**config.mk**
```make
export PLATFORM = sky130hd
export DESIGN_NAME = stochastic_sampler
export DESIGN_NICKNAME = d
export VERILOG_FILES = /design/src/rtl/stochastic_sampler.sv
export SDC_FILE = /design/constraint.sdc
export NUM_CORES = 1
export LEC_CHECK = 0
export CAP_MARGIN = 20
export CORE_UTILIZATION = 30
export CTS_BUF_LIST = sky130_fd_sc_hd__clkbuf_4 sky130_fd_sc_hd__clkbuf_8 sky130_fd_sc_hd__clkbuf_16
export CTS_CLUSTER_DIAMETER = 100
export DETAILED_ROUTE_END_ITERATION = 6
export PLACE_DENSITY_LB_ADDON = 0.3
export REMOVE_ABC_BUFFERS = 1
export SYNTH_ARGS = -nofsm -noshare
export SYNTH_HDL_FRONTEND = slang
export SYNTH_SLANG_ARGS = --single-unit
```
**constraint.sdc**
```tcl
create_clock -name clk -period 3.4 [get_ports clk]
set_input_delay 0.68 -clock clk [delete_from_list [all_inputs] [get_ports clk]]
set_output_delay 0.68 -clock clk [all_outputs]
set_load 0.01 [all_outputs]
```
**src/rtl/stochastic_sampler.sv**
```systemverilog
// stochastic_sampler
//   Bernoulli sampling stage for RBM unit activations. Accepts NUM_UNITS
//   activation probabilities over a valid/ready handshake, compares each one
//   against the free-running random word on rand_in in its accept cycle, and
//   packs the resulting unit states into one vector offered downstream with
//   a valid/ready handshake.
//
//   Optional feature macro: SAMPLER_ONES_CNT_EN
//     defined   -> adds output ones_cnt, the number of 1 bits in vec_out
//     undefined -> port and counter absent, all other behaviour identical
//
// Ports
//   clk        in   1          clock, all logic on posedge
//   reset      in   1          synchronous reset, active-high
//   start      in   1          begins a new vector (honoured only in IDLE)
//   prob_in    in   bitlength  activation probability, P(1) = prob_in / 2**bitlength
//   prob_valid in   1          prob_in valid
//   prob_ready out  1          sampler can accept prob_in (high in SAMPLE)
//   rand_in    in   bitlength  random word from RandomGenerator
//   vec_out    out  NUM_UNITS  sampled unit states, bit i = unit i
//   vec_valid  out  1          vec_out complete and stable (high in DONE)
//   vec_ready  in   1          consumer accepts vec_out
//   busy       out  1          high in SAMPLE or DONE
//   ones_cnt   out  CNT_W+1    popcount of vec_out (SAMPLER_ONES_CNT_EN only)

module stochastic_sampler #(
    parameter int unsigned bitlength = 8,
    parameter int unsigned NUM_UNITS = 16,
    parameter int unsigned CNT_W     = 4
) (
    input  logic                 clk,
    input  logic                 reset,
    input  logic                 start,
    input  logic [bitlength-1:0] prob_in,
    input  logic                 prob_valid,
    output logic                 prob_ready,
    input  logic [bitlength-1:0] rand_in,
    output logic [NUM_UNITS-1:0] vec_out,
    output logic                 vec_valid,
    input  logic                 vec_ready,
    output logic                 busy
`ifdef SAMPLER_ONES_CNT_EN
    ,
    output logic [CNT_W:0]       ones_cnt
`endif
);

    localparam int unsigned OC_W = CNT_W + 1;
    localparam logic [CNT_W-1:0] LAST_IDX = CNT_W'(NUM_UNITS - 1);

    typedef enum logic [1:0] {
        IDLE   = 2'd0,
        SAMPLE = 2'd1,
        DONE   = 2'd2
    } state_t;

    state_t           state;
    logic [CNT_W-1:0] idx;

    // Handshake and Bernoulli decision for the current unit.
    logic accept_c;
    logic sample_bit_c;

    assign accept_c     = prob_valid & prob_ready;
    assign sample_bit_c = (rand_in < prob_in);

    // FSM with registered outputs; flags are set alongside the state they decode.
    always_ff @(posedge clk) begin
        if (reset) begin
            state      <= IDLE;
            idx        <= '0;
            vec_out    <= '0;
            prob_ready <= 1'b0;
            vec_valid  <= 1'b0;
            busy       <= 1'b0;
`ifdef SAMPLER_ONES_CNT_EN
            ones_cnt   <= '0;
`endif
        end else begin
            case (state)
                IDLE: begin
                    if (start) begin
                        state      <= SAMPLE;
                        idx        <= '0;
                        vec_out    <= '0;
                        prob_ready <= 1'b1;
                        busy       <= 1'b1;
`ifdef SAMPLER_ONES_CNT_EN
                        ones_cnt   <= '0;
`endif
                    end
                end

                SAMPLE: begin
                    if (accept_c) begin
                        // Write only the bit addressed by idx; decode keeps
                        // indexing in range for any NUM_UNITS.
                        for (int i = 0; i < NUM_UNITS; i++) begin
                            if (idx == CNT_W'(i)) begin
                                vec_out[i] <= sample_bit_c;
                            end
                        end
`ifdef SAMPLER_ONES_CNT_EN
                        ones_cnt <= ones_cnt + OC_W'(sample_bit_c);
`endif
                        if (idx == LAST_IDX) begin
                            state      <= DONE;
                            idx        <= '0;
                            prob_ready <= 1'b0;
                            vec_valid  <= 1'b1;
                        end else begin
                            idx <= idx + CNT_W'(1);
                        end
                    end
                end

                DONE: begin
                    // start is deliberately ignored here, even alongside vec_ready.
                    if (vec_ready) begin
                        state     <= IDLE;
                        vec_valid <= 1'b0;
                        busy      <= 1'b0;
                    end
                end

                default: begin
                    state      <= IDLE;
                    idx        <= '0;
                    prob_ready <= 1'b0;
                    vec_valid  <= 1'b0;
                    busy       <= 1'b0;
                end
            endcase
        end
    end

endmodule

```
# Word level (Yosys, flattened, before mapping)
# Cells that the tools add are included.
[word_totals]
regBits = 25
in_bits = 21
output_inout_bits = 19
word_cells = 124
[classes]
add_sub_neg = 1
n_lt_le_gt_ge = 1
eq_ne = 36
n_mux = 37
bitwise = 4
reduce_logical = 24
[ops]
columns = ["op", "count"]
rows = [
  ["AND reduction 4 bit", 19],
  ["inequality test 2 bit, second input constant", 19],
  ["equality test 4 bit, second input constant", 8],
  ["2-to-1 mux 16 bit", 2],
  ["one-hot mux 16 bit (2 select lines)", 1],
  ["2-to-1 mux 1 bit", 22],
  ["equality test 4 x 3 -> 1 bit, second input constant", 4],
  ["2-to-1 mux 4 bit", 3],
  ["one-hot mux 4 bit (3 select lines)", 1],
  ["one-hot mux 1 bit (3 select lines)", 3],
  ["equality test 4 x 2 -> 1 bit, second input constant", 2],
  ["< comparator 8 bit", 1],
  ["2-to-1 mux 2 bit", 4],
  ["one-hot mux 2 bit (3 select lines)", 1],
  ["AND reduction 3 bit", 2],
  ["adder 4 x 1 -> 4 bit, second input constant", 1],
  ["equality test 4 x 1 -> 1 bit, second input constant", 1],
  ["logical NOT 4 bit", 1],
  ["NOT 1 bit", 3],
  ["equality test 2 x 1 -> 1 bit, second input constant", 1],
  ["equality test 2 bit, second input constant", 1],
  ["logical NOT 2 bit", 1],
  ["nonzero test 2 bit", 1],
  ["AND 1 bit", 1],
]

# Longest topological paths before layout
[depth]
depth_word = 4
mapped_depth = 7
depth_no_buf = 6

# Worst setup path after synthesis
# No wires, ideal clock.
[synth_path]
kind = "input to register"
startpoint = "in prob_in[6]"
endpoint = "reg vec_out[7]"
setup_time_ps = 69
t_arrival_ps = 2041
required_time_ps = 3331
setup_slack_ps = 1290
stages = 7
n_path_buf = 1
path_cell_list = "inv_1 ha_1 a21o_1 a2111oi_4 buf_6 o2111ai_1 o21ai_1"
[synth_between]
elab_chain_cells = 4
[synth_rtl]
columns = ["element", "line", "rtl"]
rows = [
  ["from (decl)", "34", "input logic [bitlength-1:0] prob_in,"],
  ["< comparator 8 bit", "65", "assign sample_bit_c = (rand_in < prob_in);"],
  ["2-to-1 mux 1 bit", "99", "if (idx == CNT_W'(i)) begin"],
  ["2-to-1 mux 16 bit", "95", "if (accept_c) begin"],
  ["one-hot mux 16 bit (2 select lines)", "80", "case (state)"],
  ["to (signal, indexed assignment)", "100", "vec_out[i] <= sample_bit_c;"],
  ["to (decl)", "38", "output logic [NUM_UNITS-1:0] vec_out,"],
]
# No other way between the ends. The select of a mux whose other input is x is not followed.
# A chain may end at the register's enable or synchronous reset.

# Final worst setup path
[layout_path]
startpoint = "in prob_in[2]"
endpoint = "reg vec_out[13]"
# The elaborated chain is that of the path after synthesis.

==> results.toml <==
[global_routing]
grt-ovfl-total = 0
grt_max_degree = 29
antenna_found_initial = 0
grt_pass1_vias = 1331
track_usage = 0.123
grt_pass1_wl_mm = 6.18

[power_and_ir_drop]
p_leak_uw = 0.000762
switchingPower_uw = 181
pwr-share-comb = 0.240
switching_share = 0.276
fin_total_pwr_uw = 657
ir_worst_vdd_uv = 287
power.density_nw_per_um2 = 298
p_clk_frac = 0.285
power.internal_uw = 475
seq_power_share = 0.475

[synthesis]
synth_cell_types = 40
yosys_warnings = 0
yosys.area.top_type_share = 0.287
avgSynthCellArea_um2 = 8.94
ys_top_cells_by_area = "dfxtp_1, a221oi_2, o2111ai_1"
synth.largest_area_cell = "dfxtp_1"
synthCells = 195
syn-cell-area_um2 = 1740
yosysSeqAreaShare = 0.287
synth_seq_cells = 25

[layout]
diodes = 0
final_cells = 297
final_area_um2 = 2200
nets = 258
n_fill_cell = 589
drive_gt1_frac = 0.116
syn_to_final_growth_pct = 26.5

[drt]
vias = 1505
routed_wl_mm = 3.55
viasPerCell = 5.07
wl_per_cell_um = 11.9
ant_nets = 0
drt_iter0_drc = 103
first_pass_iters = 4
drc = 0

[clocking]
clock_latency_ps = 270
h-tree-depth = 1
ctsRootBufferMaster = "clkbuf_8"
cts_resized = 0
clkTransAtPathRegs_ps = 90
cts.sinks = 25
clockBufferDepth = 2
cts-buffers-inserted = 3
post_cts_buffers = 0
cts_tree = "built"
hold_buffers = 0

[timing]
tightest_slew_ps = 895
final.setup.tns_ps = 0
period_share = 0.704
relSlewSlack = 0.403
finalHoldViolCount = 0
max_freq_mhz = 418
drv_slew = 0
finalSetupViolCount = 0
rsz0062_at_grt = "false"
finClkSkew_ps = 3.79
period_minus_slack_ps = 2390

[job]
drv_cap = 0

[min_path]
min_path_type = "reg2reg"

[floorplanning]
start_util = 0.315
design.core.area_um2 = 5540
rows = 27
fp.dieH_um = 78.2
die-area_um2 = 6120
pin_count = 40
die_w_um = 78.2

[critical_path]
crit_fanout = 9
startpoint_type = "input pin"
crit_family = "compound AO/OA/AOI/OAI gates"
cp.required_ps = 3600
crit_slowest_cell = "o21ai_1"
cp_num_buf_inv = 3
critical_path_class = "in2reg"
crit_top_cell = "o21ai_1"
cpPeakStageDelay_ps = 500
cp-end-kind = "flip-flop"
crit_chain = "clkdlybuf4s50_1, inv_1, ha_1, o21a_1, o21ai_1, buf_4, o2111ai_1, o21ai_1"
arrival_ps = 2600

[placed_design]
portBuffers = 39
place_hpwl_mm = 2.55
gp_congestion = 0.765
dpl-instance-area_um2 = 2150
dp_cells = 292

[outcome]
outcome = "completed"
==> cell type report <==
class	count	area, µm²	share of cell area
Inverter	13	48.8	0.0221
Clock buffer	4	48.8	0.0221
Sequential cell	25	500	0.227
Timing Repair Buffer	45	435	0.198
Tap cell	72	90.1	0.0409
Multi-Input combinational cell	138	1080	0.490
==> synth_stat cells <==
cell and count:
o22ai_1 1, and4_2 1, a22oi_1 1, nand2_1 18
o211a_1 1, nor3b_1 1, nand2b_4 2, o2111ai_1 16
or3b_1 4, buf_4 2, nand4_1 1, clkbuf_1 5
xor2_1 1, a21oi_1 5, inv_1 12, a221oi_1 6
ha_1 11, nand2b_1 2, o21ai_1 17, nor2b_1 1
nand3_2 1, o21a_1 1, buf_2 9, dfxtp_1 25
and4_1 1, a2111oi_1 1, a2111oi_4 2, or4_1 1
a221oi_2 10, nor2_1 7, and3_1 1, o221ai_1 1
a21o_1 2, and2_1 2, clkinv_1 1, nand3_1 5
nor4_1 2, nand3b_1 8, buf_6 3, o21ai_0 4
==> metal layers <==
| layer | share of wire | track usage | vias up |
|---|---|---|---|
| met5 | 0 | 0 | - |
| met4 | 0.0045 | 0.0167 | 0 |
| met3 | 0.032 | 0.0291 | 2 |
| met2 | 0.44 | 0.208 | 21 |
| met1 | 0.52 | 0.162 | 679 |
| li1 | - | - | 803 |
==> cell families (layout without fill, tap and decap cells) <==
logic type	Yosys count	in the layout	synth area share
flip-flops	25	25	0.287
buffers and inverters	32	62	0.0926
AO/OA/AOI/OAI	68	68	0.340
AND/OR/NAND/NOR	58	58	0.196
adder cells (fa/ha/maj)	11	11	0.0790
XOR/XNOR	1	1	0.00503
==> state kept, by name, summed over array words and instances (netlist names) <==
signal      count
vec_out        16
idx             4
state           2
busy            1
prob_ready      1
vec_valid       1
==> stage by stage <==
stage | worst slack (ps) | utilization | hold WS [ps]
5_1_grt | 881 | 0.398 | 471
6_report | 1010 | 0.398 | 451
4_1_cts | 882 | 0.397 | 457
2_1_floorplan | 1180 | - | 473
3_3_place_gp | 601 | 0.388 | 438
3_5_place_dp | 604 | 0.388 | 443
==> worst paths after layout <==
path | start | to | slack, ps | depth (start not counted)
worst max-delay path | prob_in[2] | vec_out[13] | 1010 | 8
worst min-delay path | vec_out[14] | vec_out[14] | 450 | 2
worst max register to register | state[0] | vec_out[9] | 1620 | 4
worst min register to register | vec_out[14] | vec_out[14] | 450 | 2
==> worst register-to-register path, cell delays in order, from the launching register on <==
cell       delay (ps)
dfxtp_1           420
nand2b_1          730
a221oi_1          270
o2111ai_1         170
o21ai_1            80
==> cells in the final DEF, fill, tap and decap left out, drive strengths merged <==
cell and n:
and3 1, nor3b 1, and4 2, a22oi 1, dfxtp 25, a2111oi 3
clkbuf 4, o211a 1, clkinv 1, xor2 1, ha 11, clkdlybuf4s50 39
nand4 1, a21oi 5, nand3b 8, buf 6, o2111ai 16, nor2 7
nand2 18, o221ai 1, a221oi 16, inv 12, and2 2, nand2b 4
o21a 1, a21o 2, nor2b 1, o22ai 1, or3b 4, nand3 6
nor4 2, o21ai 21, or4 1
==> power by group through the flow <==
stage / Clock [µW] / Sequential (µW) / Combinational, µW
6_report: 187 / 312 / 158
5_1_grt: 207 / 313 / 175
4_1_cts: 196 / 312 / 158
3_5_place_dp: 0 / 319 / 158
3_3_place_gp: 0 / 319 / 157
2_1_floorplan: 0 / 328 / 80.6
Note: power is estimated with default switching activity, not from simulation.
==> RTL edit: new RTL, config.mk and constraints unchanged <==
Set the parameter `CNT_W` to 5 (it was 4).
--- a/src/rtl/stochastic_sampler.sv
+++ b/src/rtl/stochastic_sampler.sv
@@ -26,7 +26,7 @@
 module stochastic_sampler #(
     parameter int unsigned bitlength = 8,
     parameter int unsigned NUM_UNITS = 16,
-    parameter int unsigned CNT_W     = 4
+    parameter int unsigned CNT_W     = 5
 ) (
     input  logic                 clk,
     input  logic                 reset,
Formal check against the unedited RTL: no difference found for any inputs over 10 cycles, from zero or initial values and one cycle with reset high; that may be too few to reach the edited logic, so the function may still have changed.
==> RTL edit against the original RTL <==
Cell area up 1.4%; first-iteration DRC count decreased by 34%; sequential cell count up 1; sequential power is 5% higher; hold slack better by 2.5 ps; worst setup slack better by 69 ps; register-to-register slack got worse by 90 ps; area after synthesis up 2.3%; wire length up 7.7%; clock power fell by 6%; clock skew about the same; total power is 3.4% higher; non-clock buffer count did not move.
==> RTL edit: results <==
[run_status]
outcome = finished clean

[grt]
grt_pass1_vias = 1430
grt_max_degree = 23
grt_first_pass_wirelength_um = 6603

[layout]
drive_gt1_share_pct = 9.375
nFillCells = 595
finalNonFillerCells = 296
largestRegisters = vec_out x16, idx x5, state x2

[clocking]
cts_htree_levels = 1
path_clk_slew_ps = 90
hold_buffers = 0
numCtsBuffers = 3

[placed_design]
place_hpwl_um = 2688
gp_congestion = 0.7665
placed_cell_area_um2 = 2187

[timing]
fin_skew_ps = 4.183

[setup_path]
path_max_fanout = 16
ff2ff_setup_slack_ps = 1530
critPathSlowestCell = clkdlybuf4s50_1
arrival_ps = 2520

[synth]
yosysUniqueCellTypes = 42
seq_area_frac_synth_pct = 29.19
synth.top_cells.by_count = 26 x dfxtp_1, 19 x nand2_1, 16 x o2111ai_1
synth_area_leaders = dfxtp_1 29%, o2111ai_1 7.9%, ha_1 7.7%, a221oi_2 5.1%, nand4bb_1 5.1%
syn_area_per_cell_um2 = 9.143

[routing]
dr_wl_met3_um = 101
drt_first_iter_violations = 68
dr_wl_met2_um = 1761
vias_per_cell = 5.368
wl_per_cell_um = 12.91

[power_and_ir_drop]
vdd_drop_max_mv = 0.2322
p_leak_nw = 0.7464
## RTL edit: final timing paths
path / cells past startpoint / endpoint / start
worst max-delay path: 8 / vec_out[15] / prob_in[6]
worst min-delay path: 2 / vec_out[2] / vec_out[2]
worst max register to register: 4 / vec_out[4] / state[0]
worst min register to register: 2 / vec_out[2] / vec_out[2]
## RTL edit: cells by family after synthesis
| kind of cell | share of synthesized area [%] |
|---|---|
| AOI/OAI and AO/OA | 34.04 |
| adders and majority gates | 7.719 |
| buffers and inverters | 8.912 |
| DFF | 29.19 |
| and+or+nand+nor | 20.14 |
## RTL edit: metrics by stage
step,setup WS (ps),hold slack [ps]
finish,1075,453.5
global route,925.6,489.8
CTS,846.4,458.0
detailed placement,566.5,444.9
global placement,593.9,439.5
floorplan,1179,470.8
## RTL edit: area by class of cell
class	instances	area [µm²]	area share, %
clock buffer	3	41.29	1.847
multi-input combinational	138	1104	49.36
timing repair buffer	45	435.4	19.47
sequential	26	520.5	23.28
tap	72	90.09	4.029
inverter	12	45.04	2.015
## RTL edit: layer usage
layer	vias up	track usage [%]
met5	-	0
li1	830	-
met4	0	2.727
met2	21	21.72
met3	2	2.414
met1	736	17.01
## RTL edit: power by group
part | internal, mW | total, mW | switching (mW)
registers | 0.318 | 0.329 | 0.0109
clock network | 0.0794 | 0.175 | 0.0955
logic | 0.0876 | 0.176 | 0.0879
## RTL edit: critical path, delay by kind of cell
kind / cells / cell delay [ps]
buf+inv: 3 / 750
compound gates: 4 / 780
fa+ha+maj: 1 / 300
